[config.mk]
export PLATFORM = sky130hd
export DESIGN_NAME = data_mem
export DESIGN_NICKNAME = d
export VERILOG_FILES = /design/src/rtl/data_mem.sv
export SDC_FILE = /design/constraint.sdc
export NUM_CORES = 2
export LEC_CHECK = 0
export CAP_MARGIN = 0
export CORE_MARGIN = 2
export CORE_UTILIZATION = 50
export CTS_BUF_LIST = sky130_fd_sc_hd__clkbuf_4 sky130_fd_sc_hd__clkbuf_8
export CTS_CLUSTER_DIAMETER = 30
export CTS_CLUSTER_SIZE = 40
export DETAILED_ROUTE_END_ITERATION = 16
export DONT_BUFFER_PORTS = 1
export PLACE_DENSITY = 0.71
export SETUP_SLACK_MARGIN = 0.1
export SYNTH_ARGS = -nofsm -noshare
export SYNTH_HDL_FRONTEND = slang
export SYNTH_SLANG_ARGS = --single-unit
[constraint.sdc]
create_clock -name clock -period 14 [get_ports clock]
set_input_delay 4.2 -clock clock [delete_from_list [all_inputs] [get_ports clock]]
set_output_delay 4.2 -clock clock [all_outputs]
set_load 0.005 [all_outputs]
[src/rtl/data_mem.sv]
// Single-port synchronous data memory (16-bit words) with post-reset hardware zero-fill.
// Optional macro DATA_MEM_OUTREG_EN adds a second output register (read latency 2).
module data_mem #(
  parameter int DATA_W  = 16,
  parameter int ADDR_W  = 8,
  parameter int PORT_AW = 16
) (
  input  logic               clock,
  input  logic               reset_n,
  input  logic [PORT_AW-1:0] address,
  input  logic [DATA_W-1:0]  data,
  input  logic               wren,
  output logic [DATA_W-1:0]  q,
  output logic               busy
);
  localparam int DEPTH = 1 << ADDR_W;

  logic [DATA_W-1:0] mem [DEPTH];
  logic [ADDR_W-1:0] fill_cnt;
  logic [DATA_W-1:0] rd_q;

  logic [ADDR_W-1:0] ram_a;
  logic [DATA_W-1:0] ram_d;
  logic              ram_we;

  generate
    if (PORT_AW > ADDR_W) begin : g_hi
      wire unused_addr_hi = ^address[PORT_AW-1:ADDR_W];
    end
  endgenerate

  // One RAM port shared between the fill engine and normal traffic.
  always_comb begin
    ram_a  = address[ADDR_W-1:0];
    ram_d  = data;
    ram_we = wren & reset_n;
    if (busy) begin
      ram_a  = fill_cnt;
      ram_d  = '0;
      ram_we = reset_n;
    end
  end

  always_ff @(posedge clock) begin
    if (ram_we) mem[ram_a] <= ram_d;
  end

  always_ff @(posedge clock) begin
    if (!reset_n) begin
      busy     <= 1'b1;
      fill_cnt <= '0;
      rd_q     <= '0;
    end else if (busy) begin
      fill_cnt <= fill_cnt + 1'b1;
      if (&fill_cnt) busy <= 1'b0;
      rd_q     <= '0;
    end else begin
      rd_q     <= mem[ram_a];
    end
  end

`ifdef DATA_MEM_OUTREG_EN
  always_ff @(posedge clock) begin
    if (!reset_n) q <= '0;
    else          q <= rd_q;
  end
`else
  assign q = rd_q;
`endif

endmodule

Word-level counts from Yosys, hierarchy flattened. Memories as Yosys holds them, arrays and structs flattened. A register that Yosys moved wholly into a read port is not among the register bits. Cells that the tools add are included.

Shift operators: 0. Bitwise gates (word level): 2. $lt $le $gt $ge: 0. Eq/ne operators: 0. Div/mod/pow operators: 0. Mux-type cells: 7. Add/sub/neg operators: 1. $mul: 0. Reductions and logical operators: 2.

Operators with widths (number): $mux W16 (1); $add A8 B1 Y8 const B (1); $mux W8 (1); $reduce_and A8 Y1 (1); $mux W1 (5); $reduce_or A2 Y1 (1); $and A1 B1 Y1 (1); $not A1 Y1 (1).

Logic and storage cells: 15. Bits of input ports: 35. Output and inout bits: 17. Bits in writable memories: 4096. Flip-flop bits (word level): 9. Memories: 1. ROM bits: 0. Latch bits: 0.

Memory list: mem (words 256, bits a word 16, read ports 1, clocked after Yosys merged registers in 1, wr ports 1, RTL line 18) `logic [DATA_W-1:0] mem [DEPTH];`.

Logic depth before layout (Yosys ltp).
Word-level depth: 4. Depth in mapped cells: 10. Mapped depth without buffers: 6.

Least setup slack after synthesis. Ideal clock, no wire load.

Kind: input -> register. From: in data[10]. To: mem mem[0][10] (data pin). Path slack: 2209 ps. Data arrival time: 10345 ps. Cell stages on the path: 1. Path buffers: 0. Cell sequence: nor2b_1.

Cells in the longest elaborated chain, start to end: 1.

Ends and longest elaborated chain: start: declaration (RTL line 11) `input logic [DATA_W-1:0] data,`; $mux W16 (RTL line 37) `if (busy) begin`; end: declaration (RTL line 18).

Every way passes these cells.

Final worst setup path.
From: in address[0]. To: reg rd_q[15], in the netlist q[15] (read register of mem).

Cells in the longest elaborated chain, start to end: 1.

Ends and longest elaborated chain: start: declaration (RTL line 10) `input logic [PORT_AW-1:0] address,`; $mux W8 (RTL line 37); end: declaration (RTL line 20) `logic [DATA_W-1:0] rd_q;`.

Every way passes these cells. A chain may end at the register's enable or synchronous reset.

==> run metrics <==
status completed; post-CTS setup buffers 0; H-tree depth 6; Post-DP Area 164000 um2; placed cell count 11403; Reg2Reg Setup Slack 8200 ps; Post-synth EDFFs 4096; hold depth 2; Max Clock Freq 0.128 GHz; Max Slew Vio Count 0; Detail Placement HPWL 219000 um; FFs w/ async S/R, synth 0; FF+latch count, synth between 4000 and 5000; CP arrival 8700 ps; worst-skew pair later-pin latency 1120 ps; Congestion Overflow GR 0; antenna violations before repair 15; nets@finish 7908; NetSw 0.00550 W; CTS tree yes; post-route cell area 178000 um2; CP required 14870 ps; worst hold path class flop to flop; std cell rows 205; RSZ-0062 raised after global routing no; Bufs and invs on worst path 2; synth warn 0; worst setup path class input port to flop; met2 routed WL 190000 um; mapped cell area ~160000 um2; post-cts resize count 0; routed metal-1 wirelength 142000 um; R2R depth 8; Fin. Hold Viols 0; Sw Share 0.219; met3 WL around 41000 um; sequential fraction of design power 0.533; drt drc 0; Area Overhead vs Synth 13.1%; Core Box Area 312000 um2; GRT Util Overall 0.243; LEAKAGE ~55 nW; layout cells sized above 1 0.302; gp weighted congestion 0.844; average size of a mapped cell approximately 21 um2; Pwr Total 0.0251 W; wire per inst 31.0 um; Setup violations, final 0; prevailing post-synth register cell edfxtp_1; syn_nets between 7000 and 8000; Reg-to-Reg Start busy; max-cap check violation count 0; Port Buffer Count 0; Vias 77920; uppermost routed layer met5; chip height roughly 560 um; hold path endpoint fill_cnt[7]; cells after synthesis ~7300; die area 319000 um2; Worst slew margin 0.0280; cell-internal power 0.0196 W; largest net degree at the start of global routing 237; Filler Cells Inserted approximately 22000; Logic pwr share 0.041; hold wc startpoint fill_cnt[7]; die span in x 565 um; post-synthesis sequential area ratio 0.786; CTS root buffer clkbuf_8; CP startpoint kind input port; First-pass DRT Iterations 6; Sink Count 4121; setup ws final 6160 ps; setup TNS 0 ps; capturing element type of the critical path flop; synth unique cells 42; Antenna Nets Post-Route 0; vias in the first global route between 70000 and 80000; Multi-input gate area 32400 um2; Iter 0 DRT Violations 10741; clk slew on worst S/H paths 70 ps; initial core utilization 0.503; VDD IR max between 0.00009 and 0.0001 V; Hold Buf Count CTS 0; final non-filler cell total 12520; critical path's slowest cell o41ai_2; Clock Skew 111 ps; family with the most delay on the worst path compound AO/OA/AOI/OAI gates; first-pass GRT wire length 555000 um; CP max stage delay 1060 ps; CTS Buffer Depth 4; Top-Level Pins 52; Period Utilization, post-route 0.560; CTS Buf Count 607; Power Dens Cells 141 nW/um2; CP cell instances mux2_8 > buf_12 > buf_12 > mux4_2 > nand2_1 > a41oi_1 > o41ai_2 > a41oi_1; Clock Power Share 0.426; worst-path maximum fanout 88; Slew @ Worst Pin 1460 ps; Tmin final a little under 8000 ps; dpl ws 5040 ps; FF-to-FF End q[15]; Vias/cell 6.22; register area 124000 um2; WL final 388000 um
-- cell type report --
type / count / area share
Antenna cell: 8 / 0.000113
Clock buffer: 674 / 0.0500
Clock inverter: 435 / 0.0261
Inverter: 3 / 0.0000633
Multi-Input combinational cell: 2768 / 0.182
Sequential cell: 4121 / 0.695
Tap cell: 4140 / 0.0291
Timing Repair Buffer: 371 / 0.0175
-- flip-flops by register name, summed over array words and instances, names as in the netlist --
register	count
mem	4096
fill_cnt	8
q	16
busy	1
-- cell usage after synthesis, drive strengths merged, types with 4 or more instances --
cell type | instances | area share
nor3 | 40 | 0.0013
a41oi | 272 | 0.015
buf | 231 | 0.0079
and2 | 5 | 0.00020
nor2b | 18 | 0.00072
o21ai | 5 | 0.00016
nand4 | 19 | 0.00076
nand2 | 1047 | 0.025
nand2b | 7 | 0.00028
clkbuf | 203 | 0.0048
edfxtp | 4096 | 0.78
dfxtp | 25 | 0.0032
o41ai | 64 | 0.0036
nor2 | 223 | 0.0053
mux4 | 1024 | 0.15
nand3 | 7 | 0.00022
xnor2 | 4 | 0.00022
-- cells in the final DEF (no fill, tap or decap), drive strengths merged, types with 7 or more instances in the layout --
master,netlist,final
edfxtp,4096,4096
nand2,1047,1047
mux4,1024,1024
clkbuf,203,674
buf,231,371
a41oi,272,272
nor2,223,223
clkinv,0,223
clkinvlp,0,75
bufinv,0,70
inv,3,70
o41ai,64,64
nor3,40,40
dfxtp,25,25
nand4,19,19
nor2b,18,18
diode,0,8
nand2b,7,7
nand3,7,7
-- power by group through the flow --
stage / registers, W / clock network (W) / logic (W)
final: 0.0134 / 0.0107 / 0.00102
after global routing: 0.0134 / 0.0113 / 0.00108
after CTS: 0.0134 / 0.0108 / 0.00104
after detailed placement: 0.0136 / 0 / 0.00103
after global placement: 0.0136 / 0 / 0.00103
after floorplan: 0.0136 / 0 / 0.000773
-- through the flow --
stage,hold WS (ps),utilization
finish,553,0.569
global route,604,0.569
CTS,540,0.569
detailed placement,529,0.526
global placement,513,0.526
floorplan,485,-
-- cells by family after synthesis --
family,count (synthesis),share of synthesized area
muxes,1029,0.147
adders and majority gates,1,0.0000796
and+or+nand+nor,1376,0.0343
xor gates and xnor gates,5,0.000279
AOI/OAI and AO/OA,357,0.0197
DFF,4121,0.786
buffers and inverters,437,0.0128
-- how the worst max path moves through the flow --
stage                 endpoint  cells past startpoint        from  slack [ps]
floorplan           mem[0][10]                      1    data[10]        2210
global placement          q[2]                      8  address[0]        5090
detailed placement        q[2]                      8  address[0]        5040
CTS                       q[2]                      8  address[0]        6200
global route             q[15]                      8  address[0]        5980
finish                   q[15]                      8  address[0]        6160
-- worst min-delay path, cell delays in order, from the launching register on --
cell and delay (ps):
dfxtp_1 350, o21ai_0 80, a21boi_0 70
-- per-layer routing --
layer / up-vias / global-route usage
li1: 31612 / -
met5: - / 0
met1: 41067 / 0.327
met2: 4520 / 0.389
met3: 707 / 0.0529
met4: 14 / 0.0973
Power figures use the tool's default switching activity.
